## src/rtl/seq_pattern_detector_pkg.sv

```systemverilog
// Shared definitions for the pattern detector and the downstream phase-sequencing FSM.
// Holds the event state encoding and the default pattern constant.
package seq_pkg;

  typedef enum logic {
    EMPTY   = 1'b0,
    PENDING = 1'b1
  } evt_state_t;

  localparam logic [3:0] PAT_1011 = 4'b1011;

endpackage : seq_pkg

```

## src/rtl/seq_pattern_detector_if.sv

```systemverilog
// Serial input and match-event handshake between the detector and its neighbours.
// The slave side is the detector; the master side is the surrounding environment.
interface seq_pattern_detector_if;

  logic x;
  logic x_vld;
  logic evt_valid;
  logic evt_ready;

  modport master (
    output x,
    output x_vld,
    output evt_ready,
    input  evt_valid
  );

  modport slave (
    input  x,
    input  x_vld,
    input  evt_ready,
    output evt_valid
  );

endinterface : seq_pattern_detector_if

```

## src/rtl/seq_pattern_detector_sat_counter.sv

```systemverilog
// Up-counter that sticks at all-ones instead of wrapping.
// Synchronous clear has priority over increment.
module sat_counter #(
  parameter int W = 8
) (
  input  logic         clk,
  input  logic         rst_n,
  input  logic         clr,
  input  logic         inc,
  output logic [W-1:0] cnt
);

  logic [W-1:0] cnt_reg;
  logic [W-1:0] cnt_next;

  always_comb begin
    cnt_next = cnt_reg;
    if (clr) begin
      cnt_next = '0;
    end else if (inc && (cnt_reg != {W{1'b1}})) begin
      cnt_next = cnt_reg + 1'b1;
    end
  end

  always_ff @(posedge clk or negedge rst_n) begin
    if (!rst_n) begin
      cnt_reg <= '0;
    end else begin
      cnt_reg <= cnt_next;
    end
  end

  assign cnt = cnt_reg;

endmodule : sat_counter

```

## src/rtl/seq_pattern_detector.sv

```systemverilog
// Serial pattern detector: shift history, match compare and a one-deep event buffer
// handed to the downstream FSM over a valid/ready handshake, with match/drop counters.
module seq_pattern_detector
  import seq_pkg::*;
#(
  parameter int               PAT_W   = 4,
  parameter logic [PAT_W-1:0] PATTERN = PAT_1011,
  parameter bit               OVERLAP = 1'b1,
  parameter int               CNT_W   = 8
) (
  input  logic                 clk,
  input  logic                 rst_n,
  input  logic                 clr,
  seq_pattern_detector_if.slave bus,
  output logic [CNT_W-1:0]     match_cnt,
  output logic [CNT_W-1:0]     drop_cnt,
  output logic                 overflow
);

  localparam int               FILL_W    = $clog2(PAT_W + 1);
  localparam logic [FILL_W-1:0] FILL_FULL = FILL_W'(PAT_W);

  logic [PAT_W-1:0]  hist_reg;
  logic [PAT_W-1:0]  hist_next;
  logic [FILL_W-1:0] fill_reg;
  logic [FILL_W-1:0] fill_next;
  logic [FILL_W-1:0] fill_after;
  logic              hit;
  logic              drop;
  logic              overflow_reg;
  evt_state_t        state_reg;
  evt_state_t        state_next;

  // History and fill as they will be once the current bit is shifted in.
  always_comb begin
    hist_next = hist_reg;
    fill_next = fill_reg;
    if (bus.x_vld) begin
      hist_next = {hist_reg[PAT_W-2:0], bus.x};
      if (fill_reg != FILL_FULL) begin
        fill_next = fill_reg + 1'b1;
      end
    end
  end

  assign hit = bus.x_vld & (fill_next == FILL_FULL) & (hist_next == PATTERN);

  // Without overlap a match consumes its bits, so the next one needs a full fresh window.
  assign fill_after = (hit && !OVERLAP) ? '0 : fill_next;

  always_ff @(posedge clk or negedge rst_n) begin
    if (!rst_n) begin
      hist_reg <= '0;
      fill_reg <= '0;
    end else if (clr) begin
      hist_reg <= '0;
      fill_reg <= '0;
    end else begin
      hist_reg <= hist_next;
      fill_reg <= fill_after;
    end
  end

  // A new match while one is still unaccepted overwrites it; it only counts as
  // dropped when the downstream is not taking the old one this cycle.
  always_comb begin
    state_next = state_reg;
    drop       = 1'b0;
    case (state_reg)
      EMPTY: begin
        if (hit) begin
          state_next = PENDING;
        end
      end
      PENDING: begin
        if (hit) begin
          drop = ~bus.evt_ready;
        end else if (bus.evt_ready) begin
          state_next = EMPTY;
        end
      end
      default: state_next = EMPTY;
    endcase
    if (clr) begin
      state_next = EMPTY;
      drop       = 1'b0;
    end
  end

  always_ff @(posedge clk or negedge rst_n) begin
    if (!rst_n) begin
      state_reg    <= EMPTY;
      overflow_reg <= 1'b0;
    end else begin
      state_reg <= state_next;
      if (clr) begin
        overflow_reg <= 1'b0;
      end else if (drop) begin
        overflow_reg <= 1'b1;
      end
    end
  end

  assign bus.evt_valid = (state_reg == PENDING);
  assign overflow      = overflow_reg;

  sat_counter #(.W(CNT_W)) u_match_cnt (
    .clk   (clk),
    .rst_n (rst_n),
    .clr   (clr),
    .inc   (hit),
    .cnt   (match_cnt)
  );

  sat_counter #(.W(CNT_W)) u_drop_cnt (
    .clk   (clk),
    .rst_n (rst_n),
    .clr   (clr),
    .inc   (drop),
    .cnt   (drop_cnt)
  );

endmodule : seq_pattern_detector

```

## src/flat_wrapper.sv

```systemverilog
// flat-port wrapper written by rule: the top's interface ports become plain ports
module seq_pattern_detector_flat import seq_pkg::*;
#(
  parameter int               PAT_W   = 4,
  parameter logic [PAT_W-1:0] PATTERN = PAT_1011,
  parameter bit               OVERLAP = 1'b1,
  parameter int               CNT_W   = 8
)
  (clk, rst_n, clr, match_cnt, drop_cnt, overflow, bus_x, bus_x_vld, bus_evt_ready, bus_evt_valid);
  seq_pattern_detector_if bus_i ();
  input  logic clk;
  input  logic rst_n;
  input  logic clr;
  output logic [CNT_W-1:0] match_cnt;
  output logic [CNT_W-1:0] drop_cnt;
  output logic overflow;
  input wire logic [$bits(bus_i.x)-1:0] bus_x;
  input wire logic [$bits(bus_i.x_vld)-1:0] bus_x_vld;
  input wire logic [$bits(bus_i.evt_ready)-1:0] bus_evt_ready;
  output wire logic [$bits(bus_i.evt_valid)-1:0] bus_evt_valid;
  assign bus_i.x = bus_x;
  assign bus_i.x_vld = bus_x_vld;
  assign bus_i.evt_ready = bus_evt_ready;
  assign bus_evt_valid = bus_i.evt_valid;
  seq_pattern_detector #(.PAT_W(PAT_W), .PATTERN(PATTERN), .OVERLAP(OVERLAP), .CNT_W(CNT_W)) u_core (.clk(clk), .rst_n(rst_n), .clr(clr), .bus(bus_i), .match_cnt(match_cnt), .drop_cnt(drop_cnt), .overflow(overflow));
endmodule
```

## config.mk

```make
export PLATFORM = sky130hd
export DESIGN_NAME = seq_pattern_detector_flat
export DESIGN_NICKNAME = d
export VERILOG_FILES = /design/src/rtl/seq_pattern_detector_pkg.sv /design/src/rtl/seq_pattern_detector_if.sv /design/src/rtl/seq_pattern_detector_sat_counter.sv /design/src/rtl/seq_pattern_detector.sv /design/src/flat_wrapper.sv
export SDC_FILE = /design/constraint.sdc
export NUM_CORES = 1
export LEC_CHECK = 0
export CAP_MARGIN = 20
export CORE_MARGIN = 2
export CORE_UTILIZATION = 55
export DETAILED_ROUTE_END_ITERATION = 8
export PLACE_DENSITY = 0.83
export SLEW_MARGIN = 15
export SYNTH_ARGS = -nofsm -noshare
export SYNTH_HDL_FRONTEND = slang
export SYNTH_SLANG_ARGS = --single-unit
```

## constraint.sdc

```tcl
create_clock -name clk -period 3.75 [get_ports clk]
set_input_delay 0.375 -clock clk [delete_from_list [all_inputs] [get_ports clk]]
set_output_delay 0.375 -clock clk [all_outputs]
set_load 0.1 [all_outputs]
```

; Word level (Yosys, flattened, before mapping)
; Index checks and enable logic that the tools add are counted.
[totals]
reg_bits = 25
latchBits = 0
ramBits = 0
mem_bits_ro = 0
in_bits = 6
out_inout_bits = 18
elab_cells = 42
mem_count = 0
[classes]
add_sub_neg = 3
n_mul = 0
div = 0
order_cmp = 0
n_eq_ne = 5
shifts = 0
muxes = 19
bitwise_logic = 4
reduce_logical = 5
[op_table]
columns = cell, n
row1 = 2-to-1 mux 8 bit, 4
row2 = "adder 8 x 1 -> 8 bit, second input constant", 2
row3 = "!= test 8 bit, second input constant", 2
row4 = 2-to-1 mux 1 bit, 9
row5 = 2-to-1 mux 3 bit, 3
row6 = 2-to-1 mux 4 bit, 2
row7 = nonzero test 2 bit, 3
row8 = "== test 4 bit, second input constant", 1
row9 = "adder 3 x 1 -> 3 bit, second input constant", 1
row10 = "== test 3 bit, second input constant", 1
row11 = "!= test 3 bit, second input constant", 1
row12 = bitwise AND 1 bit, 2
row13 = logical AND 1 bit, 2
row14 = NOT 1 bit, 2
row15 = one-hot mux 1 bit (2 select lines), 1

; Depth between registers and ports, before layout
; Gate-level depths: netlist (run 1).
[depth]
word_depth = 12
mapped_depth = 8

; By module
; A second synthesis (run 1) with hierarchy kept.
[unflattened]
cells_unflattened = 141
hier_area_um2 = 1373.8
[modules_own_cells]
columns = module, n_inst, cells_each, area_per_inst_um2
row1 = sat_counter, 2, 49, 464.2
row2 = seq_pattern_detector, 1, 43, 445.4

; Worst setup path after synthesis (run 1)
; No wires, ideal clock.
[synth_timing]
kind = register to register
from = reg u_core.u_drop_cnt.cnt_reg[0], in the netlist u_core.u_drop_cnt.cnt[0]
to = reg u_core.u_drop_cnt.cnt_reg[7], in the netlist u_core.u_drop_cnt.cnt[7]
setup_ps = 121
t_arrival_ps = 2372
path_slack_ps = 1257
path_stages_with_launch = 7
cell_sequence = dfrtp_1 -> ha_1 -> nand4_1 -> or3b_2 -> nor3_1 -> a311oi_1 -> a41o_1
[synth_between]
elab_chain_cells = 3
[synth_rtl]
columns = element, line_no
row1 = start: declaration, seq_pattern_detector_sat_counter.sv:13  ; logic [W-1:0] cnt_reg;
row2 = start signal: assignment, seq_pattern_detector_sat_counter.sv:29  ; cnt_reg <= cnt_next;
row3 = adder 8 x 1 -> 8 bit or != test 8 bit (tied branches), "seq_pattern_detector_sat_counter.sv:21, seq_pattern_detector_sat_counter.sv:20"
row4 = 2-to-1 mux 8 bit or logical AND 1 bit (tied branches), seq_pattern_detector_sat_counter.sv:20  ; end else if (inc && (cnt_reg != {W{1'b1}})) begin
row5 = 2-to-1 mux 8 bit or nonzero test 2 bit (tied branches), --
; Parallel ways exist; a longest one is shown, timed or not. The select of a mux whose other input is x is not followed.
; A chain may end at the register's enable or synchronous reset.

; Worst setup path after layout (run 1)
[layout_timing]
from = reg u_core.fill_reg[0]
to = reg u_core.u_match_cnt.cnt_reg[5], in the netlist u_core.u_match_cnt.cnt[5]
[layout_between]
elab_chain_cells = 8
[layout_rtl]
columns = element, line_no
row1 = start: declaration, seq_pattern_detector.sv:25  ; logic [FILL_W-1:0] fill_reg;
row2 = start signal: assignment, seq_pattern_detector.sv:60  ; fill_reg <= fill_after;
row3 = adder 3 x 1 -> 3 bit or != test 3 bit (tied branches), "seq_pattern_detector.sv:41, seq_pattern_detector.sv:40"
row4 = 2-to-1 mux 3 bit, seq_pattern_detector.sv:40  ; if (fill_reg != FILL_FULL) begin
row5 = 2-to-1 mux 3 bit (*), seq_pattern_detector.sv:38  ; if (bus.x_vld) begin
row6 = == test 3 bit (*), seq_pattern_detector.sv:46  ; assign hit = bus.x_vld & (fill_next == FILL_FULL) & (hist_next == PATTERN);
row7 = bitwise AND 1 bit (*) (2 in a row), seq_pattern_detector.sv:46
row8 = logical AND 1 bit (*), seq_pattern_detector_sat_counter.sv:20
row9 = nonzero test 2 bit (no source line) (*), --
row10 = end signal: assignment, seq_pattern_detector_sat_counter.sv:29
row11 = end: declaration, seq_pattern_detector_sat_counter.sv:13
; Every way passes the cells marked *; elsewhere a longest branch is shown, timed or not.

==> impl_metrics.ini, run 1 <==
[cells_and_area]
layout-drive-gt1-share_pct = 7.59
areaGrowthSynthToFinish_pct = 20.0
finish.utilization_pct = 70.5
antennaDiodeCount = 0
design_area_um2 = 1580
nets = 169

[timing]
post-route-period-util_pct = 69.5
final.setup.tns_ps = 0
setup_viol = 0
tightest_slew_ps = 993
finalMaxSlewViolations = 0
rsz0062_at_grt = false
fin_crit_ps = 2610
max_clock_freq_ghz = 0.384
hold_viol_final = 0
fin_skew_ps = 3.72
maxSlewHeadroom_pct = 33.6

[synthesis]
synth_ff_type = dfrtp_1
seq_area_frac_synth_pct = 45.8
synth_compound_area_share_pct = 6.01
synth_top_family_by_area = simple AND/OR/NAND/NOR gates
synth_top_area_share_pct = 45.8
synth_fa_ha_area_share_pct = 3.81
syn_nets = 146
syn_inst = 136
async_reset_ff_share_pct = 100
synth_top_cell_by_area = dfrtp_1
synthSimpleGateAreaFrac_pct = 27.9
syn_avg_cell_area_um2 = 9.65
netlist_area_um2 = 1310
synth_xor_area_share_pct = 5.34
synth_enable_flop_cells = 0
synthMuxAreaShare_pct = 7.15
synth_cell_types = 35
yosys_register_bits = 24
synth_area_leaders = dfrtp_1 46%, nor2_1 7.7%, xnor2_1 5.3%
ys_warn_count = 0

[setup_path]
worst-setup-path-type = flip-flop to flip-flop
worstPathMaxFanout = 11
reg2reg_from = u_core.fill_reg[0]
worstSetupEndpointType = flip-flop
worst_ep_required_time_ps = 3970
crit_chain = inv_1 -> ha_1 -> and4b_4 -> or4_4 -> or3_4 -> or3_1 -> a21oi_1
rr_endpoint = u_core.u_match_cnt.cnt[5]
slowest_delay_ps = 620
ff2ff_path_depth = 7
cp_data_arrival_time_ps = 2830
ff2ff_setup_slack_ps = 1140
worst_setup_path_start_kind = flip-flop
cpMaxStageDelayCell = or4_4

[routing]
ant_nets = 0
dr.first_iter.drc_count = 20
vias_per_cell = 5.69
route.vias.total = 1059
wl_per_cell_um = 13.9
first_pass_iters = 4
drc = 0
wirelength_um = 2590

[cts]
cts_sinks = 24
holdBufCountCts = 0
cts_max_level = 1
numCtsBuffers = 3
clk_pin_slew_ps = 130
cts_tree = built
cts_root_buf = clkbuf_4
clockBufferDepth = 2
insertion_delay_ps = 310
cts_setup_buffers = 0
cts.repair.resized = 0

[global_route]
grt_pass1_wl_um = 4330
grt_max_degree = 29
antenna_found_initial = 0
grt_usage_pct = 21.3
grt_pass1_vias = 988
gr-total-overflow = 0

[placed_design]
dp_hpwl_um = 1850
gp_congestion = 0.799
io_buffers = 23
placed_area_um2 = 1540

[floorplan]
core_area_um2 = 2230
rows = 17
die_w_um = 52.9
ios = 24
die_area_um2 = 2790
start_util_pct = 58.8
die_h_um = 52.9

[status]
status = finished, final reports clean

[power]
vdd_ir_drop_max_mv = 0.239
power_density_nw_per_um2 = 279
p_leak_nw = 0.647

[hold_path]
hp-class = input pin to asynchronous set/reset pin

[job]
max_cap_viol_count = 0
==> cells in the final DEF (no fill, tap or decap), types with 5 or more instances in the layout <==
cell	Yosys	layout
nor2_1	27	27
dfrtp_1	24	24
clkdlybuf4s50_1	0	22
xnor2_1	8	8
nand3_1	8	8
mux2i_1	6	6
a21oi_1	6	6
inv_1	5	5
nand2_1	5	5
nor2b_1	5	5
nor3_1	5	5
==> metrics by stage <==
step | hold WS, ps | worst slack [ps] | total power, mW | instances
2_1_floorplan | 79.4 | 1260 | 0.294 | 136
3_3_place_gp | 489 | 981 | 0.307 | 182
3_5_place_dp | 505 | 878 | 0.309 | 182
4_1_cts | 532 | 1140 | 0.444 | 186
5_1_grt | 54.9 | 1050 | 0.454 | 186
6_report | 19.0 | 1140 | 0.439 | 186
==> per-layer routing <==
metal,GRT usage (%),up-vias,part of all wire (%)
met2,34.2,18,48
met5,0,-,0
met4,10.7,0,1.7
met3,3.11,6,2.9
li1,-,517,-
met1,28.1,518,47
==> Yosys cell counts (all sizes together) (3+ instances only) <==
| cell type | n |
|---|---|
| a21oi | 6 |
| buf | 3 |
| dfrtp | 24 |
| ha | 4 |
| inv | 5 |
| mux2 | 3 |
| mux2i | 6 |
| nand2 | 5 |
| nand3 | 8 |
| nor2 | 27 |
| nor2b | 5 |
| nor3 | 6 |
| nor4 | 4 |
| o21ai | 3 |
| or3 | 3 |
| xnor2 | 8 |
==> how the worst max path moves through the flow <==
stage,slack [ps],cells after the start,end,startpoint
3_5_place_dp,880,6,u_core.u_match_cnt.cnt[5],bus_x_vld
6_report,1140,7,u_core.u_match_cnt.cnt[5],u_core.fill_reg[0]
5_1_grt,1050,7,u_core.u_match_cnt.cnt[5],u_core.fill_reg[0]
2_1_floorplan,1260,6,u_core.u_drop_cnt.cnt[7],u_core.u_drop_cnt.cnt[0]
4_1_cts,1140,7,u_core.u_match_cnt.cnt[5],u_core.fill_reg[0]
3_3_place_gp,980,6,u_core.u_match_cnt.cnt[5],bus_x_vld
==> power by group <==
group	switching, mW	internal (mW)
clock	0.0771	0.0593
sequential	0.00423	0.262
combinational	0.0225	0.0141
total	0.104	0.335
==> critical path: cells and delay by family (launching register included) <==
| family | cells | cell delay [ps] |
|---|---|---|
| compound gates | 1 | 160 |
| fa+ha+maj | 1 | 170 |
| buf+inv | 1 | 90 |
| flops | 1 | 480 |
| simple gates | 4 | 1630 |
==> logic make-up (layout without fill, tap and decap cells) <==
group           after synthesis  count (layout)
compound gates               13              13
mux                           9               9
fa+ha+maj                     4               4
buf+inv                      10              32
xor+xnor                      8               8
flops                        24              24
simple gates                 68              68
==> cell type report <==
cell class | instances | area [µm²]
clock buffer | 4 | 36.3
fill | 165 | 658
inverter | 5 | 18.8
multi-input combinational | 102 | 659
sequential | 24 | 601
tap | 28 | 35.0
timing repair buffer | 23 | 225
No activity file was read; power rests on OpenSTA's default activity.
==> inputs of run 2 (changes only) <==
--- a/config.mk
+++ b/config.mk
@@ -7,9 +7,9 @@
 export LEC_CHECK = 0
 export CAP_MARGIN = 20
 export CORE_MARGIN = 2
-export CORE_UTILIZATION = 55
+export CORE_UTILIZATION = 51
 export DETAILED_ROUTE_END_ITERATION = 8
-export PLACE_DENSITY = 0.83
+export PLACE_DENSITY = 0.78
 export SLEW_MARGIN = 15
 export SYNTH_ARGS = -nofsm -noshare
 export SYNTH_HDL_FRONTEND = slang
==> constraint.sdc (replaced) <==
create_clock -name clk -period 2.5 [get_ports clk]
set_input_delay 0.25 -clock clk [delete_from_list [all_inputs] [get_ports clk]]
set_output_delay 0.25 -clock clk [all_outputs]
set_load 0.1 [all_outputs]
==> run 2 against run 1 <==
  * Combinational power increased by 89%
  * Utilization down 3.3 points
  * Cell count grew 7.5%
  * Worst setup slack worse by 970 ps
  * Flip-flop and latch count unchanged
  * Die area up 7.2%
  * Via count rose by 3.3%
  * Clock skew grew 5.8 ps
  * Critical path depth unchanged
  * Sequential share of layout area decreased by 1.7 points
  * Clock power is 54% higher
  * Total power is 54% higher
  * Critical path type unchanged
  * Critical endpoint is now u_core.u_match_cnt.cnt[3]
==> impl_metrics.ini, run 2 (same netlist as run 1, synthesis figures left out) <==
[cells_and_area]
multi_input_area_um2 = 682
nets = 181
fillCellCount = 206
design_area_um2 = 1650
antennaDiodeCount = 0
ff_latch_area_um2 = 601
areaGrowthSynthToFinish_pct = 25.7
layout-drive-gt1-share_pct = 27.1
final_common_cell = buf_4
final_cell_mix = 30 x buf_4, 27 x nor2_1, 24 x dfrtp_1

[placed_design]
io_buffers = 23
placed_area_um2 = 1590
place_ws_ps = -43.9
gp_congestion = 0.889
dp_hpwl_um = 1940

[timing]
rsz0062_at_grt = false
post-route-period-util_pct = 93.0
hold_viol_final = 0
finalMaxSlewViolations = 0
fin_crit_ps = 2320
final.setup.tns_ps = 0
worst_slack_ps = 175
fin_skew_ps = 9.53
max_clock_freq_ghz = 0.430
setup_viol = 0
tightest_slew_ps = 811
hold_ws_ps = 256
maxSlewHeadroom_pct = 45.8

[floorplan]
die_h_um = 54.7
die_area_um2 = 3000
die_w_um = 54.7
core_area_um2 = 2450
rows = 18
start_util_pct = 53.5
ios = 24

[setup_path]
path_buf_inv = 1
ff2ff_path_depth = 7
crit_chain = inv_1 -> ha_2 -> and4b_4 -> or4_4 -> or3_4 -> or3_1 -> a21oi_2
worstSetupEndpointType = flip-flop
ff2ff_setup_slack_ps = 180
rr_endpoint = u_core.u_match_cnt.cnt[3]
reg2reg_from = u_core.fill_reg[1]
path_delay_family = simple AND/OR/NAND/NOR gates
slowest_delay_ps = 460
worst_ep_required_time_ps = 2760
worst-setup-path-type = flip-flop to flip-flop
worstPathMaxFanout = 5
cp_data_arrival_time_ps = 2580
cpMaxStageDelayCell = or4_4
worst_setup_path_start_kind = flip-flop

[routing]
dr.first_iter.drc_count = 7
route.vias.total = 1094
wirelength_um = 2660
first_pass_iters = 4
drc = 0
wl_per_cell_um = 13.3
vias_per_cell = 5.47
ant_nets = 0

[global_route]
gr-total-overflow = 0
grt_max_degree = 25
antenna_found_initial = 0
grt_pass1_vias = 1025
grt_pass1_wl_um = 4370
grt_usage_pct = 20.4

[power]
p_leak_nw = 0.742
p_total_uw = 676
vdd_ir_drop_max_mv = 0.376
power_density_nw_per_um2 = 410

[status]
status = finished, final reports clean

[cts]
numCtsBuffers = 3
cts_max_level = 1
cts_setup_buffers = 0
cts_root_buf = clkbuf_4
clockBufferDepth = 2
clk_pin_slew_ps = 140
cts_sinks = 24
insertion_delay_ps = 330
cts_tree = built

[job]
max_cap_viol_count = 0

[hold_path]
hp-class = input pin to asynchronous set/reset pin
-- run 2: cell count changes in the layout (fill, tap and decap cells not counted), moves of 2 or more --
cell             before  now
clkdlybuf4s50_1      22    5
buf_4                 0   30
nor3_1                5    3
nor3_2                1    3
-- run 2: cell type report --
cell class | instances | area share [%]
Clock buffer | 4 | 2.20
Inverter | 5 | 1.14
Multi-Input combinational cell | 102 | 41.3
Sequential cell | 24 | 36.4
Tap cell | 30 | 2.27
Timing Repair Buffer | 35 | 16.7
-- run 2: worst max-delay path by stage --
stage	startpoint	to	slack (ps)	cells past startpoint
floorplan	u_core.u_drop_cnt.cnt[0]	u_core.u_drop_cnt.cnt[7]	7	6
global placement	bus_x_vld	u_core.u_match_cnt.cnt[3]	6	6
detailed placement	bus_x_vld	u_core.u_match_cnt.cnt[3]	-40	6
CTS	u_core.fill_reg[1]	u_core.u_match_cnt.cnt[3]	60	7
global route	u_core.fill_reg[1]	u_core.u_match_cnt.cnt[3]	80	7
finish	u_core.fill_reg[1]	u_core.u_match_cnt.cnt[3]	180	7
-- run 2: power breakdown --
part,leakage [nW],internal (mW),switching [mW],total (mW)
Clock,0.0210,0.0892,0.121,0.210
Sequential,0.333,0.393,0.00416,0.397
Combinational,0.388,0.0319,0.0374,0.0692
Total,0.742,0.514,0.162,0.676
-- run 2: repair_timing --
action                     in CTS  in global routing
setup endpoints to repair       0                  7
hold buffers                    0                  0
resized for setup               0                  6
-- run 2: per-layer routing --
| metal | GRT usage [%] | routed length [µm] | vias to the layer above |
|---|---|---|---|
| met4 | 9.17 | 46 | 0 |
| met2 | 33.9 | 1390 | 15 |
| met5 | 0 | 0 | - |
| li1 | - | - | 540 |
| met1 | 25.3 | 1140 | 534 |
| met3 | 3.83 | 82 | 5 |
-- run 2: stage by stage --
stage | instances | utilization [%]
floorplan | 136 | -
global placement | 196 | 64.8
detailed placement | 196 | 64.8
CTS | 200 | 66.3
global route | 200 | 67.2
finish | 200 | 67.2
